<file path="src/rtl/idt_cfg_loader_pkg.sv">
// -----------------------------------------------------------------------------
// idt_cfg_loader_pkg
// Shared definitions for the IDT pixel-clock synthesizer loader:
//   - bit offsets/widths of the fields inside the 24-bit IDT program word
//     (R[6:0], V[15:7], S[18:16], F[20:19], TTL[21], C[23:22])
//   - idt_pack(): builds a program word from its fields
//   - the loader FSM state encoding
//   - known program words for the supported video modes
//   - clog2_min1(): counter width helper that never returns zero
// No ports; imported by idt_cfg_shift and idt_cfg_loader.
// -----------------------------------------------------------------------------
package idt_cfg_loader_pkg;

  localparam int IDT_W       = 24;

  localparam int IDT_R_LSB   = 0;
  localparam int IDT_R_W     = 7;
  localparam int IDT_V_LSB   = 7;
  localparam int IDT_V_W     = 9;
  localparam int IDT_S_LSB   = 16;
  localparam int IDT_S_W     = 3;
  localparam int IDT_F_LSB   = 19;
  localparam int IDT_F_W     = 2;
  localparam int IDT_TTL_BIT = 21;
  localparam int IDT_C_LSB   = 22;
  localparam int IDT_C_W     = 2;

  typedef enum logic [1:0] {
    ST_IDLE   = 2'd0,
    ST_SHIFT  = 2'd1,
    ST_STROBE = 2'd2,
    ST_SETTLE = 2'd3
  } state_e;

  // Program words for the supported video modes.
  typedef enum logic [IDT_W-1:0] {
    MODE_VGA800X600 = 24'h310630
  } idt_mode_e;

  // Assemble an IDT program word from its individual fields.
  function automatic logic [IDT_W-1:0] idt_pack(
    input logic [IDT_C_W-1:0] c,
    input logic               ttl,
    input logic [IDT_F_W-1:0] f,
    input logic [IDT_S_W-1:0] s,
    input logic [IDT_V_W-1:0] v,
    input logic [IDT_R_W-1:0] r
  );
    logic [IDT_W-1:0] w;
    w = '0;
    w[IDT_R_LSB +: IDT_R_W] = r;
    w[IDT_V_LSB +: IDT_V_W] = v;
    w[IDT_S_LSB +: IDT_S_W] = s;
    w[IDT_F_LSB +: IDT_F_W] = f;
    w[IDT_TTL_BIT]          = ttl;
    w[IDT_C_LSB +: IDT_C_W] = c;
    return w;
  endfunction

  // Width of a counter that must hold 0..n-1; at least one bit so that
  // parameter value 1 still yields a legal vector.
  function automatic int clog2_min1(input int n);
    return (n > 1) ? $clog2(n) : 1;
  endfunction

endpackage

</file>
<file path="src/rtl/idt_cfg_shift.sv">
// -----------------------------------------------------------------------------
// idt_cfg_shift
// Serialiser for one IDT program word, MSB first. Each bit lasts
// 2*SCLK_DIV cycles: SCLK_DIV cycles with sclk low (data set up), then
// SCLK_DIV cycles with sclk high (data held).
// Ports:
//   osc_clk, osc_reset_  clock, async active-low reset
//   i_start              load i_word and begin shifting (taken when o_ready)
//   i_word               word to shift, bit CFG_W-1 first
//   o_ready              no word in flight
//   o_last               final cycle of the final bit (for the controlling FSM)
//   o_sclk, o_data       registered serial clock and data
// -----------------------------------------------------------------------------
module idt_cfg_shift
  import idt_cfg_loader_pkg::*;
#(
  parameter int CFG_W    = 24,
  parameter int SCLK_DIV = 1
) (
  input  logic             osc_clk,
  input  logic             osc_reset_,
  input  logic             i_start,
  input  logic [CFG_W-1:0] i_word,
  output logic             o_ready,
  output logic             o_last,
  output logic             o_sclk,
  output logic             o_data
);

  localparam int BIT_W = clog2_min1(CFG_W);
  localparam int PH_W  = clog2_min1(SCLK_DIV);
  localparam logic [PH_W-1:0]  PH_LAST  = PH_W'(SCLK_DIV - 1);
  localparam logic [BIT_W-1:0] BIT_LAST = BIT_W'(CFG_W - 1);

  // r_sr holds the bits still to be sent, left-aligned; the bit on o_data
  // has already been shifted out of it.
  logic [CFG_W-1:0] r_sr;
  logic [BIT_W-1:0] r_bit;
  logic [PH_W-1:0]  r_phase;
  logic             r_high;
  logic             r_active;
  logic             r_sclk;
  logic             r_data;
  logic             w_phase_end;

  assign w_phase_end = (r_phase == PH_LAST);
  assign o_last      = r_active & r_high & w_phase_end & (r_bit == '0);
  assign o_ready     = ~r_active;
  assign o_sclk      = r_sclk;
  assign o_data      = r_data;

  // NOTE: sequential state uses non-blocking assignments so every flop
  // samples the pre-edge values of the others.
  always_ff @(posedge osc_clk or negedge osc_reset_) begin
    if (!osc_reset_) begin
      r_sr     <= '0;
      r_bit    <= '0;
      r_phase  <= '0;
      r_high   <= 1'b0;
      r_active <= 1'b0;
      r_sclk   <= 1'b0;
      r_data   <= 1'b0;
    end else if (i_start && !r_active) begin
      r_active <= 1'b1;
      r_data   <= i_word[CFG_W-1];
      r_sr     <= {i_word[CFG_W-2:0], 1'b0};
      r_bit    <= BIT_LAST;
      r_phase  <= '0;
      r_high   <= 1'b0;
      r_sclk   <= 1'b0;
    end else if (r_active) begin
      if (!w_phase_end) begin
        r_phase <= r_phase + 1'b1;
      end else begin
        r_phase <= '0;
        if (!r_high) begin
          r_high <= 1'b1;
          r_sclk <= 1'b1;
        end else begin
          r_high <= 1'b0;
          r_sclk <= 1'b0;
          if (r_bit == '0) begin
            r_active <= 1'b0;
            r_data   <= 1'b0;
          end else begin
            r_bit  <= r_bit - 1'b1;
            r_data <= r_sr[CFG_W-1];
            r_sr   <= {r_sr[CFG_W-2:0], 1'b0};
          end
        end
      end
    end
  end

endmodule

</file>
<file path="src/rtl/idt_cfg_loader.sv">
// -----------------------------------------------------------------------------
// idt_cfg_loader
// Runtime-reprogrammable loader for the IDT synthesizer generating idt_clk1.
// Shifts the selected profile word MSB first, pulses strobe, waits for the
// synthesizer to settle and then raises clk_ok (used to hold off the video
// reset). Optionally self-loads AUTO_PROFILE after reset. Requests arriving
// while busy are kept one deep, the most recent select winning.
// Ports:
//   osc_clk, osc_reset_     clock, async active-low reset
//   i_cfg_profiles          profile p at [p*CFG_W +: CFG_W], quasi-static
//   i_load_req, i_load_sel  reload request (pulse or level) and profile index
//   o_busy                  shift/strobe/settle in progress
//   o_done                  one-cycle pulse as o_clk_ok rises
//   o_clk_ok                synthesizer programmed and settled
//   o_cfg_err               sticky: a request selected a nonexistent profile
//   o_idt_sclk/data/strobe  serial interface to the IDT part
// -----------------------------------------------------------------------------
module idt_cfg_loader
  import idt_cfg_loader_pkg::*;
#(
  parameter int CFG_W         = 24,
  parameter int NUM_PROFILES  = 8,
  parameter int SCLK_DIV      = 1,
  parameter int STROBE_CYCLES = 2,
  parameter int SETTLE_CYCLES = 100000,
  parameter int AUTO_LOAD     = 1,
  parameter int AUTO_PROFILE  = 0,
  localparam int SEL_W        = clog2_min1(NUM_PROFILES)
) (
  input  logic                          osc_clk,
  input  logic                          osc_reset_,
  input  logic [NUM_PROFILES*CFG_W-1:0] i_cfg_profiles,
  input  logic                          i_load_req,
  input  logic [SEL_W-1:0]              i_load_sel,
  output logic                          o_busy,
  output logic                          o_done,
  output logic                          o_clk_ok,
  output logic                          o_cfg_err,
  output logic                          o_idt_sclk,
  output logic                          o_idt_data,
  output logic                          o_idt_strobe
);

  localparam int STB_W = clog2_min1(STROBE_CYCLES);
  localparam int SET_W = clog2_min1(SETTLE_CYCLES);
  localparam logic [STB_W-1:0] STB_LAST = STB_W'(STROBE_CYCLES - 1);
  localparam logic [SET_W-1:0] SET_LAST = SET_W'(SETTLE_CYCLES - 1);
  localparam logic [SEL_W-1:0] AUTO_SEL = SEL_W'(AUTO_PROFILE);

  state_e           r_state;
  logic             r_auto;      // auto-load still owed since reset
  logic             r_pend;
  logic [SEL_W-1:0] r_pend_sel;
  logic [STB_W-1:0] r_stb_cnt;
  logic [SET_W-1:0] r_set_cnt;
  logic             r_busy;
  logic             r_done;
  logic             r_clk_ok;
  logic             r_cfg_err;
  logic             r_strobe;

  logic             w_sel_ok;
  logic             w_req_ok;
  logic             w_req_bad;
  logic             w_start;
  logic             w_shift_ready;
  logic             w_shift_last;
  logic [SEL_W-1:0] w_start_sel;
  logic [CFG_W-1:0] w_start_word;

  assign w_sel_ok  = (32'(i_load_sel) < NUM_PROFILES);
  assign w_req_ok  = i_load_req & w_sel_ok;
  assign w_req_bad = i_load_req & ~w_sel_ok;

  // Source priority when starting from IDLE: the owed auto-load, then a
  // fresh request (newer than anything pending), then the pending one.
  assign w_start     = (r_state == ST_IDLE) & w_shift_ready & (r_auto | w_req_ok | r_pend);
  assign w_start_sel = r_auto   ? AUTO_SEL   :
                       w_req_ok ? i_load_sel : r_pend_sel;
  assign w_start_word = i_cfg_profiles[w_start_sel * CFG_W +: CFG_W];

  idt_cfg_shift #(
    .CFG_W    (CFG_W),
    .SCLK_DIV (SCLK_DIV)
  ) u_shift (
    .osc_clk    (osc_clk),
    .osc_reset_ (osc_reset_),
    .i_start    (w_start),
    .i_word     (w_start_word),
    .o_ready    (w_shift_ready),
    .o_last     (w_shift_last),
    .o_sclk     (o_idt_sclk),
    .o_data     (o_idt_data)
  );

  always_ff @(posedge osc_clk or negedge osc_reset_) begin
    if (!osc_reset_) begin
      r_state    <= ST_IDLE;
      r_auto     <= (AUTO_LOAD != 0);
      r_pend     <= 1'b0;
      r_pend_sel <= '0;
      r_stb_cnt  <= '0;
      r_set_cnt  <= '0;
      r_busy     <= 1'b0;
      r_done     <= 1'b0;
      r_clk_ok   <= 1'b0;
      r_cfg_err  <= 1'b0;
      r_strobe   <= 1'b0;
    end else begin
      r_done <= 1'b0;

      if (w_req_bad) begin
        r_cfg_err <= 1'b1;
      end

      // A valid request that cannot start right now is parked; a later one
      // overwrites the select.
      if (w_req_ok && (r_state != ST_IDLE || r_auto)) begin
        r_pend     <= 1'b1;
        r_pend_sel <= i_load_sel;
      end else if (w_start) begin
        r_pend <= 1'b0;
      end

      case (r_state)
        ST_IDLE: begin
          if (w_start) begin
            r_state  <= ST_SHIFT;
            r_busy   <= 1'b1;
            r_clk_ok <= 1'b0;
            r_auto   <= 1'b0;
          end
        end
        ST_SHIFT: begin
          if (w_shift_last) begin
            r_state   <= ST_STROBE;
            r_strobe  <= 1'b1;
            r_stb_cnt <= '0;
          end
        end
        ST_STROBE: begin
          if (r_stb_cnt == STB_LAST) begin
            r_state   <= ST_SETTLE;
            r_strobe  <= 1'b0;
            r_set_cnt <= '0;
          end else begin
            r_stb_cnt <= r_stb_cnt + 1'b1;
          end
        end
        ST_SETTLE: begin
          if (r_set_cnt == SET_LAST) begin
            r_state  <= ST_IDLE;
            r_busy   <= 1'b0;
            r_clk_ok <= 1'b1;
            r_done   <= 1'b1;
          end else begin
            r_set_cnt <= r_set_cnt + 1'b1;
          end
        end
        default: r_state <= ST_IDLE;
      endcase
    end
  end

  assign o_busy       = r_busy;
  assign o_done       = r_done;
  assign o_clk_ok     = r_clk_ok;
  assign o_cfg_err    = r_cfg_err;
  assign o_idt_strobe = r_strobe;

endmodule
</file>
<file path="config.mk">
export PLATFORM = sky130hd
export DESIGN_NAME = idt_cfg_loader
export DESIGN_NICKNAME = d
export VERILOG_FILES = /design/src/rtl/idt_cfg_loader_pkg.sv /design/src/rtl/idt_cfg_shift.sv /design/src/rtl/idt_cfg_loader.sv
export SDC_FILE = /design/constraint.sdc
export NUM_CORES = 1
export LEC_CHECK = 0
export BUFFER_PORTS_ARGS = -buffer_cell sky130_fd_sc_hd__buf_2
export CORE_UTILIZATION = 49
export DETAILED_ROUTE_END_ITERATION = 12
export PLACE_DENSITY = 0.93
export SLEW_MARGIN = 20
export SYNTH_ARGS = -nofsm -noshare
export SYNTH_HDL_FRONTEND = slang
export SYNTH_SLANG_ARGS = --single-unit
</file>
<file path="constraint.sdc">
create_clock -name osc_clk -period 2.5 [get_ports osc_clk]
set_clock_uncertainty 0.15 [all_clocks]
set_input_delay 0.125 -clock osc_clk [delete_from_list [all_inputs] [get_ports osc_clk]]
set_output_delay 0.125 -clock osc_clk [all_outputs]
set_load 0.03 [all_outputs]
</file>
# --- Yosys cells after proc, flatten, opt, wreduce, memory -nomap -nowiden ---
# Index checks and enable logic that the tools add are counted.
word_totals:
  input_bits: 198
  ff_bits: 62
classes:
  mul: 1
  muxes: 52
  reduce_logical: 22
  shifts: 1
  eq_ne: 11
  bitwise_logic: 9
  addsub: 4
ops:
  columns: ["cell", "count"]
  rows:
  - ["$shiftx 192x9->24", 1]
  - ["$mux 24", 5]
  - ["$mux 17", 2]
  - ["$pmux 17 s2", 1]
  - ["$mux 1", 28]
  - ["$mux 5", 5]
  - ["$add 17x1->17 const B", 1]
  - ["$eq 17x17->1 const B", 1]
  - ["$reduce_bool 2->1", 7]
  - ["$reduce_and 3->1", 4]
  - ["$mux 2", 4]
  - ["$ne 2x2->1 const B", 4]
  - ["$pmux 1 s2", 4]
  - ["$pmux 2 s4", 1]
  - ["$reduce_and 4->1", 2]
  - ["$mux 3", 2]
  - ["$ne 2x1->1 const B", 3]
  - ["$reduce_and 2->1", 3]
  - ["$and 1x1->1", 5]
  - ["$logic_not 5->1", 1]
  - ["$mul 3x2->5 const B", 1]
  - ["$sub 5x1->5 const B", 1]
  - ["$eq 2x2->1 const B", 2]
  - ["$add 1x1->1 const B", 2]
  - ["7 further kinds", 10]

# --- Logic depth before layout (Yosys ltp) ---
# Gate-level depths: netlist of run 1.
logic_depth:
  depth_word: 6
  mapped_depth: 8
  depth_no_buf: 7

# --- By module ---
# From an unflattened synthesis of run 1, not the netlist that was laid out.
unflattened:
  cells_unflattened: 444
  area_unflattened_um2: 4787.1
modules_own_cells:
  columns: ["module", "cells_each", "seq_area_each_um2", "n_inst", "area_per_inst_um2"]
  rows:
  - ["idt_cfg_loader", 271, 726.9, 1, 3263.1]
  - ["idt_cfg_shift", 173, 775.7, 1, 1524.0]

# --- Least setup slack after synthesis of run 1 ---
# No wires, ideal clock.
synth_path:
  path_kind: "flip-flop to flip-flop"
  start: "register r_state[0]"
  end: "register r_state[1]"
  path_buffers: 1
  setup_time_ps: 128
  stages_incl_launch_ff: 9
  path_slack_ps: 250
  arrival_time_ps: 1973
  path_cell_list: "dfrtp_1 inv_1 ha_1 nand2b_1 or2_1 buf_2 a221o_1 a21oi_4 mux2_1"
synth_via:
  elab_chain_cells: 5
  word_cells_on_any_way: 12
  cone_classes: "7 x eq/ne; 1 x mux; 2 x bitwise; 2 x reduce/logical"
synth_rtl:
  columns: ["item", "line_no", "source"]
  rows:
  - ["start: declaration", "idt_cfg_loader.sv:50", "state_e r_state;"]
  - ["start signal: assignment", "idt_cfg_loader.sv:98", "r_state <= ST_IDLE;"]
  - ["start signal: assignment", "idt_cfg_loader.sv:128", "r_state <= ST_SHIFT;"]
  - ["start signal: assignment", "idt_cfg_loader.sv:136", "r_state <= ST_STROBE;"]
  - ["$logic_not 2->1", "idt_cfg_loader.sv:77, idt_cfg_loader.sv:125", null]
  - ["$and 1x1->1 (2 in a row)", "idt_cfg_loader.sv:77", "assign w_start = (r_state == ST_IDLE) & w_shift_ready & (r_auto | w_req_ok | r_pend);"]
  - ["$ne 2x1->1 (no source line)", null, null]
  - ["$reduce_and 4->1 (no source line)", null, null]
# Several ways; a longest one is shown, not always the timed one.
# A chain may end at the register's enable or synchronous reset.

# --- Worst setup path after layout of run 1 ---
# Same ends and word-level chain as after synthesis.

==> results of run 1 <==
## power by group through the flow
stage | Sequential [µW] | Clock [µW] | Combinational [µW]
after floorplan | 1530 | 0 | 2060
after global placement | 1550 | 0 | 2740
after detailed placement | 1560 | 0 | 2850
after CTS | 1550 | 906 | 2860
after global routing | 1600 | 947 | 3140
final | 1570 | 893 | 2880
## flip-flops by register name (all words and copies together) (netlist names)
| register | flops |
|---|---|
| o_idt_strobe | 1 |
| o_done | 1 |
| r_state | 2 |
| u_shift.r_high | 1 |
| u_shift.r_active | 1 |
| u_shift.r_bit | 5 |
| r_set_cnt | 17 |
| u_shift.o_data | 1 |
| r_pend | 1 |
| u_shift.r_sr | 23 |
| r_stb_cnt | 1 |
| r_pend_sel | 3 |
| o_clk_ok | 1 |
| o_busy | 1 |
| r_auto | 1 |
## kinds of logic after synthesis
family	Yosys count
and+or+nand+nor	299
AOI/OAI and AO/OA	80
DFF	60
muxes	46
buffers and inverters	44
xor gates and xnor gates	11
adders and majority gates	6
other	1
## worst max-delay path, stage by stage, from the launching register on
cell	delay, ns
dfrtp_1	0.39
inv_1	0.10
ha_1	0.24
nand2b_1	0.14
or2_2	0.36
a221o_1	0.40
a21oi_4	0.14
mux2_1	0.33
## metal layers
layer / global-route usage (%) / vias to the layer above
met3: 6.47 / 50
met5: 0 / -
met2: 49.5 / 318
li1: - / 2345
met1: 38.9 / 2381
met4: 16.6 / 0
## stage by stage
step / setup slack (ns) / cells / instance area, µm²
final: 0.121 / 885 / 6090
after global routing: 0.00852 / 883 / 6090
after CTS: 0.122 / 881 / 6080
after detailed placement: 0.147 / 861 / 5840
after global placement: 0.210 / 861 / 5840
after floorplan: 0.250 / 547 / 4670
## cell usage in the layout, fill, tap and decap left out, types with 14 or more instances in the layout
cell type  netlist  layout
nand3_1         57      57
mux4_2          23      23
buf_4            2      14
dfrtp_1         59      59
a21oi_1         30      28
nor2_1          42      41
a311oi_2        18      18
mux2i_1         16      16
buf_2           10     203
nand2_1        159     159
## how the worst max path moves through the flow
stage	start	to	slack, ns	depth (start not counted)
2_1_floorplan	r_state[0]	r_state[1]	0.25	8
3_3_place_gp	r_state[0]	r_state[1]	0.21	7
3_5_place_dp	r_state[1]	r_state[1]	0.15	7
4_1_cts	r_state[0]	r_state[1]	0.12	7
5_1_grt	r_state[0]	r_state[1]	0.009	7
6_report	r_state[0]	r_state[1]	0.12	7
## final cells by class
type                            count  area, µm²
Multi-Input combinational cell    443       2950
Inverter                            8       30.0
Fill cell                         732       3150
Timing Repair Buffer              225       1240
Sequential cell                    60       1500
Tap cell                          129        161
Clock inverter                      4       47.5
Clock buffer                       12        155
Antenna cell                        4       10.0
## repair_timing
| action | 4_1_cts | 5_1_grt |
|---|---|---|
| hold buffers | 4 | 0 |
| endpoints found under the hold margin | 62 | 0 |
| setup buffers | 0 | 0 |
==> flow_metrics.tcl, run 1 <==
set metrics [dict create \
    setup_viol 0 \
    p_int_uw 3140 \
    fin_tns_setup_ns 0 \
    critPathKind "flop to flop" \
    crit_arrival_ns 2.45 \
    num_io_pins 205 \
    die_y_um 99.6 \
    grt_pass1_vias 4897 \
    overflow 0 \
    synth-simple-area-share_pct 28.5 \
    place_congestion 0.907 \
    yosys.area_share.adder_pct 1.61 \
    nNetsFinal 951 \
    ant_nets 0 \
    dp.final_hpwl_um 11200 \
    combPwrFrac_pct 53.9 \
    fp.dieArea_um2 9920 \
    reg2reg_to "r_state[1]" \
    start_util_pct 50.5 \
    min_period_over_period_pct 95.2 \
    worstHoldPathType "input port to async pin" \
    hold_viol_final 0 \
    top_layer "met4" \
    start_kind "flop" \
    yosysTopAreaCell "dfrtp_1" \
    finalPower_uw 5340 \
    yosys-mux-area-fraction_pct 16.5 \
    fin_crit_ns 2.38 \
    route.met3.wl_um 1250 \
    synthArstFlopShare_pct 100 \
    crit_path_end_kind "flop" \
    die_x_um 99.6 \
    core_area_um2 9240 \
    vdd_drop_max_v 0.000434 \
    clockPowerShare_pct 16.7 \
    synth_most_common_cell "nand2_1" \
    drt-met1-wl_um 5970 \
    reg2reg_depth 7 \
    finalMaxSlewViolations 0 \
    slew-limit-headroom_pct 26.3 \
    worstMarginPinSlew_ns 1.11 \
    first_pass_iters 5 \
    seq_area_frac_synth_pct 32.2 \
    synth_seq_cells 60 \
    post_synth_num_cell_types 59 \
    synth.top_cell.area_share_pct 31.6 \
    grt_antenna_before_repair 2 \
    area_growth_pct 30.6 \
    cts_sinks 60 \
    h-tree-depth 3 \
    port_buffers 203 \
    synth.area.top_cells "dfrtp_1, nand2_1, mux4_2" \
    power-per-cell-area_nw_per_um2 875 \
    reg2reg_from "r_state[0]" \
    clk_pin_slew_worst_paths_ns 0.07 \
    holdWs_ns 0.0795 \
    fmax_ghz 0.420 \
    synth_top_family_by_area "simple AND/OR/NAND/NOR gates" \
    cp_max_fo 5 \
    yosys_most_used_dff "dfrtp_1" \
    drt-initial-drc-count 414 \
    avgSynthCellArea_um2 8.53 \
    tritoncts "yes" \
    ctsLongestPathBuffers 2 \
    p_sw_uw 2200 \
    cts_root_buf "clkbuf_8" \
    drt-vias-per-instance 5.76 \
    post-route-util_pct 66.0 \
    status "complete, no violations" \
    synthCells 547 \
    synth_commonest_cells "nand2_1, dfrtp_1, nand3_1" \
    grt.total_usage_pct 30.7 \
    synth_edf_count 0 \
    syn-cell-area_um2 4670 \
    wl_per_cell_um 16.7 \
    layout-drive-gt1-share_pct 39.2 \
    regToRegSetupSlack_ns 0.12 \
    worstSkewPairLatency_ns 0.34 \
    ctsResizeCount 0 \
    grt_max_degree 54 \
    synth_warnings 0 \
    drc 0 \
    power.leakage_uw 0.00286 \
    grt_pass1_wl_um 23600 \
    synth_xor_area_share_pct 2.06 \
    maxCapViolCount 0 \
    wl_met2_um 6960 \
    sw_frac_of_total_pct 41.2 \
    vias 5094 \
    wirelength_um 14800 \
    cts-buffers-inserted 9 \
    p_seq_share_pct 29.3 \
    syn_nets 751 \
    row_count 35 \
    rsz0062_at_grt "no" \
    critPathRequiredTime_ns 2.57 \
    synth_compound_gate_area_share_pct 14.0 \
]
(Power assumes the default switching activity.)
==> run 2, diff against run 1 <==
Settings changed: SYNTH_HIERARCHICAL from default to 1.
==> run 2 against run 1 <==
Against the previous run: die area increased by 2.5%; combinational power about the same; sequential power down 8%; worst hold slack improved by 0.048 ns.
==> flow_metrics.tcl, run 2 <==
set metrics [dict create \
    largest_reg_flops 23 \
    critPathKind "flop to flop" \
    start_util_pct 51.1 \
    regMostFlops "u_shift/r_sr" \
    p_int_uw 3110 \
    worstSkewPairLatency_ns 0.36 \
    fillers 727 \
    synth_seq_cells 60 \
    combPwrFrac_pct 55.0 \
    hold_viol_final 0 \
    layout-drive-gt1-share_pct 49.8 \
    min_period_over_period_pct 95.8 \
    placed_cells 751 \
    fin_crit_ns 2.39 \
    top_regs "u_shift/r_sr x23, r_set_cnt x17, u_shift/r_bit x5" \
    path_cells "inv_1 > ha_4 > or4b_1 > nor2_2 > nor2b_1 > a211oi_2 > o211ai_1 > mux2_1" \
    maxCapViolCount 0 \
    synthCells 444 \
    synth_warnings 6 \
    p_seq_share_pct 27.4 \
    row_count 35 \
    critPathRequiredTime_ns 2.58 \
    setup_viol 0 \
    power.leakage_uw 0.00283 \
    synthArstFlopShare_pct 100 \
    num_io_pins 205 \
    dp.final_hpwl_um 12200 \
    regToRegSetupSlack_ns 0.11 \
    crit_path_end_kind "flop" \
    area_growth_pct 28.5 \
    synth_most_common_cell "dfrtp_1" \
    grt_pass1_vias 4930 \
    crit_path_top_delay_cell "or4b_1" \
    final_cell_mix "buf_2, dfrtp_1, mux4_2" \
    final_common_cell "buf_2" \
    cp_num_cells 8 \
    port_buffers 203 \
    status "complete, no violations" \
    multi_input_area_um2 3030 \
    crit_arrival_ns 2.47 \
    reg2reg_depth 8 \
    reg2reg_to "r_state[1]" \
    yosysTopAreaCell "dfrtp_1" \
    ctsLongestPathBuffers 2 \
    startpoint "u_shift/r_bit[0]" \
    cp_max_fo 5 \
    crit_family "simple AND/OR/NAND/NOR gates" \
    synth.top_cell.area_share_pct 30.8 \
    wl_per_cell_um 20.3 \
    grt_pass1_wl_um 24200 \
    grt_max_degree 61 \
    grt_antenna_before_repair 2 \
    clk_pin_slew_worst_paths_ns 0.08 \
    avgSynthCellArea_um2 10.8 \
    crit_end "r_state[1]" \
    synth.area.top_cells "dfrtp_1, mux4_2, a31oi_1" \
    nNetsFinal 842 \
    cp.buffers_inverters 1 \
    reg2reg_from "u_shift/r_bit[0]" \
    post_synth_num_cell_types 55 \
    synth_commonest_cells "dfrtp_1, mux4_2, nor2_1" \
    seq_area_frac_synth_pct 31.4 \
    start_kind "flop" \
    syn_nets 648 \
    p_sw_uw 2140 \
    ant_nets 0 \
    die_x_um 101 \
    power-per-cell-area_nw_per_um2 853 \
    slew-limit-headroom_pct 48.7 \
    h-tree-depth 3 \
    clockPowerShare_pct 17.7 \
    wirelength_um 15700 \
    synth_edf_count 0 \
    drc 0 \
    placed_cell_area_um2 5870 \
    finalMaxSlewViolations 0 \
    worstHoldPathType "input port to flop" \
    yosys_most_used_dff "dfrtp_1" \
    worstMarginPinSlew_ns 0.769 \
    drt-initial-drc-count 405 \
    tritoncts "yes" \
    vdd_drop_max_v 0.000400 \
    fin_area_um2 6150 \
    sw_frac_of_total_pct 40.7 \
    syn-cell-area_um2 4790 \
    first_pass_iters 5 \
    grt.total_usage_pct 31.5 \
    overflow 0 \
    fp.dieArea_um2 10200 \
    place_congestion 0.982 \
    cts_root_buf "clkbuf_8" \
    cts-buffers-inserted 9 \
    cts_sinks 60 \
    fin_cells 774 \
    drt-vias-per-instance 6.21 \
    slowest_delay_ns 0.47 \
    core_area_um2 9370 \
    die_y_um 101 \
    vias 4806 \
    fmax_ghz 0.418 \
    seqCellArea_um2 1500 \
]
[run 2: cell count changes after synthesis, moves of 16 or more]
cell      delta
a31oi_1     +29
a311oi_2    -18
nand3_1     -48
o21ai_0     +16
nand2_1    -137
mux4_2      +24
[run 2: how the worst min path moves through the flow]
stage | from | end | depth (start not counted)
6_report | i_load_req | r_pend | 3
5_1_grt | i_load_req | r_pend | 3
4_1_cts | i_load_req | r_pend | 3
3_5_place_dp | osc_reset_ | o_done | 2
3_3_place_gp | osc_reset_ | r_set_cnt[5] | 2
2_1_floorplan | osc_reset_ | o_busy | 0
[run 2: layout make-up]
cell class                      count  area share, %
Inverter                           11          0.671
Timing Repair Buffer              223           19.5
Clock buffer                        9           2.01
Multi-Input combinational cell    333           49.3
Sequential cell                    60           24.4
Tap cell                          129           2.62
Antenna cell                        2         0.0814
Clock inverter                      7           1.34
[run 2: per-stage QoR]
stage / TNS (ns) / util (%) / power (µW) / worst slack, ns / hold WS (ns)
5_1_grt: -0.00806 / 65.6 / 5540 / -0.00806 / 0.146
3_5_place_dp: 0 / 62.7 / 4200 / 0.160 / 0.178
4_1_cts: 0 / 65.3 / 5180 / 0.0676 / 0.118
6_report: 0 / 65.6 / 5250 / 0.106 / 0.127
2_1_floorplan: 0 / - / 3550 / 0.0114 / -0.321
3_3_place_gp: 0 / 62.7 / 4070 / 0.246 / 0.168
[run 2: kinds of logic after synthesis]
family                   Yosys count  synth area share, %
AO/OA/AOI/OAI                    123                 16.0
AND/OR/NAND/NOR                  117                 12.6
multiplexers                      86                 32.3
flip-flops                        60                 31.4
buffers and inverters             51                 6.04
adder cells (fa/ha/maj)            6                 1.57
other                              1               0.0783
[run 2: repair_timing]
action / 4_1_cts / 5_1_grt
setup endpoints to repair: 0 / 1
gates resized for setup: 0 / 3
buffers inserted: 0 / 1
hold buffers: 4 / 0
endpoints found under the hold margin: 62 / 0
[run 2: per-layer routing]
metal / up-vias / track usage, % / share of wire (%)
li1: 2126 / - / -
met1: 2318 / 38.5 / 36
met2: 303 / 52.4 / 51
met3: 59 / 8.88 / 9.5
met4: 0 / 13.8 / 3.5
met5: - / 0 / 0
[run 2: tightest hold or removal path: stages]
cell,delay [ns]
buf_2,0.15
o21ai_0,0.24
nand2_1,0.08
[run 2: power by group through the flow]
stage | Clock (µW) | Sequential [µW] | Combinational [µW]
after CTS | 944 | 1430 | 2800
after detailed placement | 0 | 1440 | 2760
after floorplan | 0 | 1420 | 2130
after global routing | 978 | 1470 | 3100
after global placement | 0 | 1410 | 2660
final | 927 | 1440 | 2890
